## config.mk

```make
export PLATFORM = sky130hd
export DESIGN_NAME = cache_flush
export DESIGN_NICKNAME = d
export VERILOG_FILES = /design/src/rtl/cache_flush.sv
export SDC_FILE = /design/constraint.sdc
export NUM_CORES = 1
export LEC_CHECK = 0
export ABC_AREA = 1
export BUFFER_PORTS_ARGS = -buffer_cell sky130_fd_sc_hd__buf_2
export CORE_AREA = 2 2 50 52
export DETAILED_ROUTE_END_ITERATION = 12
export DIE_AREA = 0 0 52 54
export GPL_TIMING_DRIVEN = 0
export MAX_ROUTING_LAYER = met4
export PLACE_DENSITY_LB_ADDON = 0.08
export SLEW_MARGIN = 20
export SYNTH_ARGS = -nofsm -noshare
export SYNTH_HDL_FRONTEND = slang
export SYNTH_SLANG_ARGS = --single-unit
```

## constraint.sdc

```tcl
create_clock -name clk -period 2.3 [get_ports clk]
set_input_delay 0.115 -clock clk [delete_from_list [all_inputs] [get_ports clk]]
set_output_delay 0.115 -clock clk [all_outputs]
set_load 0.01 [all_outputs]
```

## src/rtl/cache_flush.sv

```systemverilog
// Invalidation engine for the cache valid-bit store: clears one (way, index) on
// request, or walks every line for a full flush, stalling on clr_ready.
module cache_flush #(
    parameter int WAYS       = 4,
    parameter int TOTAL_SIZE = 16,
    localparam int SETS      = TOTAL_SIZE / WAYS,
    localparam int WW        = $clog2(WAYS),
    localparam int IW        = $clog2(SETS)
) (
    input  logic          clk,
    input  logic          rst_n,
    input  logic          inv_req,
    input  logic [WW-1:0] inv_way,
    input  logic [IW-1:0] inv_index,
    output logic          inv_ready,
    input  logic          flush_req,
    output logic          flush_busy,
    output logic          flush_done,
    output logic          clr_en,
    output logic [WW-1:0] clr_way,
    output logic [IW-1:0] clr_index,
    input  logic          clr_ready
);

    typedef enum logic [1:0] {
        IDLE  = 2'd0,
        INV   = 2'd1,
        FLUSH = 2'd2,
        DONE  = 2'd3
    } state_t;

    state_t        state;
    logic [WW-1:0] way_cnt;
    logic [IW-1:0] idx_cnt;
    logic [WW-1:0] inv_way_q;
    logic [IW-1:0] inv_index_q;

    // Clear port handshake: a clear is transferred on any cycle where
    // clr_en && clr_ready; clr_en and its address hold steady until then.
    // inv_req/inv_ready follow the same rule on the request side.
    assign inv_ready  = (state == IDLE) && !flush_req;
    assign clr_en     = (state == INV) || (state == FLUSH);
    assign flush_busy = (state == FLUSH) || (state == DONE);
    assign flush_done = (state == DONE);

    // Address is a decode of registered state only, so no input reaches clr_* directly.
    assign clr_way   = (state == FLUSH) ? way_cnt :
                       (state == INV)   ? inv_way_q : '0;
    assign clr_index = (state == FLUSH) ? idx_cnt :
                       (state == INV)   ? inv_index_q : '0;

    always_ff @(posedge clk or negedge rst_n) begin
        if (!rst_n) begin
            state       <= IDLE;
            way_cnt     <= '0;
            idx_cnt     <= '0;
            inv_way_q   <= '0;
            inv_index_q <= '0;
        end else begin
            case (state)
                IDLE: begin
                    if (flush_req) begin
                        state <= FLUSH;
                    end else if (inv_req && inv_ready) begin
                        state       <= INV;
                        inv_way_q   <= inv_way;
                        inv_index_q <= inv_index;
                    end
                end
                INV: begin
                    if (clr_ready) state <= IDLE;
                end
                FLUSH: begin
                    // Index is the inner loop; the final accept leaves both counters at 0.
                    if (clr_ready) begin
                        if (idx_cnt == IW'(SETS - 1)) begin
                            idx_cnt <= '0;
                            if (way_cnt == WW'(WAYS - 1)) begin
                                way_cnt <= '0;
                                state   <= DONE;
                            end else begin
                                way_cnt <= way_cnt + WW'(1);
                            end
                        end else begin
                            idx_cnt <= idx_cnt + IW'(1);
                        end
                    end
                end
                DONE: begin
                    state <= IDLE;
                end
                default: begin
                    state <= IDLE;
                end
            endcase
        end
    end

endmodule

```

==> impl_results.md <==
- Combinational family with the most area after synthesis: simple AND/OR/NAND/NOR gates
- Post-synthesis cell type count: 11
- Dpl hpwl: 1068 um
- Post-Syn Area: 638.1 um^2
- H-tree depth: 1
- # IOs: 17
- ANT nets after route: 0
- Fin. Hold Viols: 0
- Syn Area/Cell: 7.597 um^2
- Crit Path Category: reg2out
- First-pass DRT Iterations: 4
- Gate Count Post-Synth: 84
- Post-Synth Adder-Cell Area: 13.73%
- Syn nets: 100
- Vias/cell: 4.304
- Crit path cell chain: inv_1 > ha_1 > inv_2 > o21ai_0 > buf_2
- Core area: 0.002320 mm^2
- Yosys top cell by area: dfrtp_1
- Worst min-delay path startpoint: inv_index[1]
- CP required: 2180 ps
- Fill count: 269
- Design area: 802.0 um^2
- Number of global-route vias before repair: 519
- Xor/xnor share of the synthesized area: 0%
- CTS Buf Count: 3
- Total wire length: 1307 um
- RR Startpoint: state[0]$_DFFE_PN0P_
- Slew @ Worst Pin: 281.0 ps
- Final period utilization: 74.55%
- Clk sinks: 10
- Worst-case clock buffer depth: 2
- Slowest-stage cell, CP: dfrtp_1
- Synth Area in Compound Gates: 7.059%
- WL/cell: 9.681 um
- Fin. max-slew vios: 0
- Cell Area, Placed: 755.7 um^2
- PD cells: 1227 mW/mm^2
- Initial Util: 27.51%
- Final clock skew: 5.612 ps
- Leak Pwr: 0.4498 nW
- Gr ovfl total: 0
- Multiplexer area fraction after synthesis: 0%
- Worst EP arrival: 1600 ps
- DRC violations left: 0
- CP Max Fanout: 8
- P&R area growth vs syn: 25.69%
- # nets final: 122
- Area contributors post-synth: dfrtp_1 39%, nand2_1 15%, ha_1 14%, nand3_1 11%, o21ai_0 7.1%
- Worst path max stage delay: 430 ps
- Largest net degree at the start of global routing: 11
- Post-CTS Resized: 0
- First-pass GRT wire length: 2277 um
- CTS clk-pin slew, worst paths: 70 ps
- Layout cells sized above 1: 23.81%
- Number of synthesized register bits: 10
- Dpl cells: 130
- Post-CTS Hold Fix Bufs: 1
- # diodes: 0
- FF/Latch Area: 250.2 um^2
- RSZ-0062 raised after global routing: no
- Die W: 52 um
- Headroom to the max-slew limit: 81.27%
- GPL Wtd Cong: 0.6717
- Number of buffers added on ports: 16
- Synth top area share: 39.22%
- DRT iter0 DRCs: 8
- Die area: 0.002808 mm^2
- Total GRT Usage: 11.96%
- Root Driver: clkbuf_4
- Layout Cells excl Fill: 135
- CTS tree: yes
- Via count: 581
- Crit start category: register
- Hold crit path type: in2reg
- Initial antenna violation count: 0
- Setup_tns: 0 ps
- FMAX: 583.2 MHz
- Setup violations, final: 0
- Row cnt: 18
- Clk_lat worst skew: 270 ps
- Status: complete, no violations
- Critical path origin: state[0]$_DFFE_PN0P_
- YS warnings: 0
- Max VDD drop: 396.4 uV
- Min Tclk post-route: 1715 ps
- Max_cap viols: 0
- CP Capture Type: primary output
- Setup bufs post-CTS: 0
- Simple-Gate Fraction of Synth Area: 32.35%
- Chip height: 54 um
- Multi-input gate area: 339.1 um^2
- Seq/Total Area, Yosys: 39.22%
final cells by class:
| cell class | instances | share of cell area, % |
|---|---|---|
| Clock buffer | 4 | 4.524 |
| Inverter | 13 | 6.084 |
| Multi-Input combinational cell | 61 | 42.28 |
| Timing Repair Buffer | 17 | 11.23 |
| Sequential cell | 10 | 31.20 |
| Tap cell | 30 | 4.680 |
metrics by stage:
step	total power [mW]	setup slack (ps)	util (%)	hold WS, ps
floorplan	0.6798	1043	-	-180.6
global placement	0.8293	854.6	32.58	-1.640
detailed placement	0.8356	843.2	32.58	-3.059
CTS	1.002	550.1	34.57	66.35
global route	1.102	401.7	34.57	85.29
finish	0.9844	585.3	34.57	72.65
cells in the final DEF (no fill, tap or decap), types with 2 or more instances in the layout:
cell type / instances
nor2_4: 2
o21ai_0: 9
ha_1: 7
inv_1: 12
dfrtp_1: 10
clkbuf_4: 3
nand3_1: 14
nand2_1: 26
buf_2: 16
logic make-up after synthesis:
family          after synthesis
flops                        10
compound gates                9
fa+ha+maj                     7
simple gates                 45
buf+inv                      13
power by group:
group          leakage, nW  switching [mW]  internal [mW]
clock               0.0210          0.0660         0.0962
combinational        0.307           0.301          0.196
sequential           0.122          0.0619          0.263
path summary, 6_finish.rpt:
check                                        endpoint  slack [ps]  depth (start not counted)
hold / removal             inv_index_q[1]$_DFFE_PN0P_          70                          3
hold reg to reg            inv_index_q[1]$_DFFE_PN0P_         480                          2
setup reg to reg                 state[0]$_DFFE_PN0P_         940                          7
min in group asynchronous      idx_cnt[0]$_DFFE_PN0P_         230                          2
setup / recovery                         clr_index[0]         590                          5
max in group asynchronous      way_cnt[1]$_DFFE_PN0P_        1860                          2
synth_stat cells:
cell and n:
nand3_1 14, nor2_4 2, inv_1 12, dfrtp_1 10, nand2_2 1, or2_2 1
inv_2 1, o21ai_0 9, nand2_1 26, nor2_1 1, ha_1 7
metal layers:
layer / part of all wire [%] / wire, um / track usage [%]
met3: 6.0 / 79 / 4.444
met4: 3.1 / 40 / 6.579
met5: 0 / 0 / -
met2: 44 / 571 / 17.93
met1: 47 / 615 / 13.83
worst max-delay path: cells and delay by family, from the launching register on:
kind | cells | cell delay (ps)
AOI/OAI and AO/OA | 1 | 180
adders and majority gates | 1 | 330
DFF | 1 | 430
buffers and inverters | 3 | 400
registers in the layout, indices dropped and copies added (netlist names):
signal	cells
idx_cnt	2
inv_index_q	2
inv_way_q	2
state	2
way_cnt	2
Power figures use the tool's default switching activity.
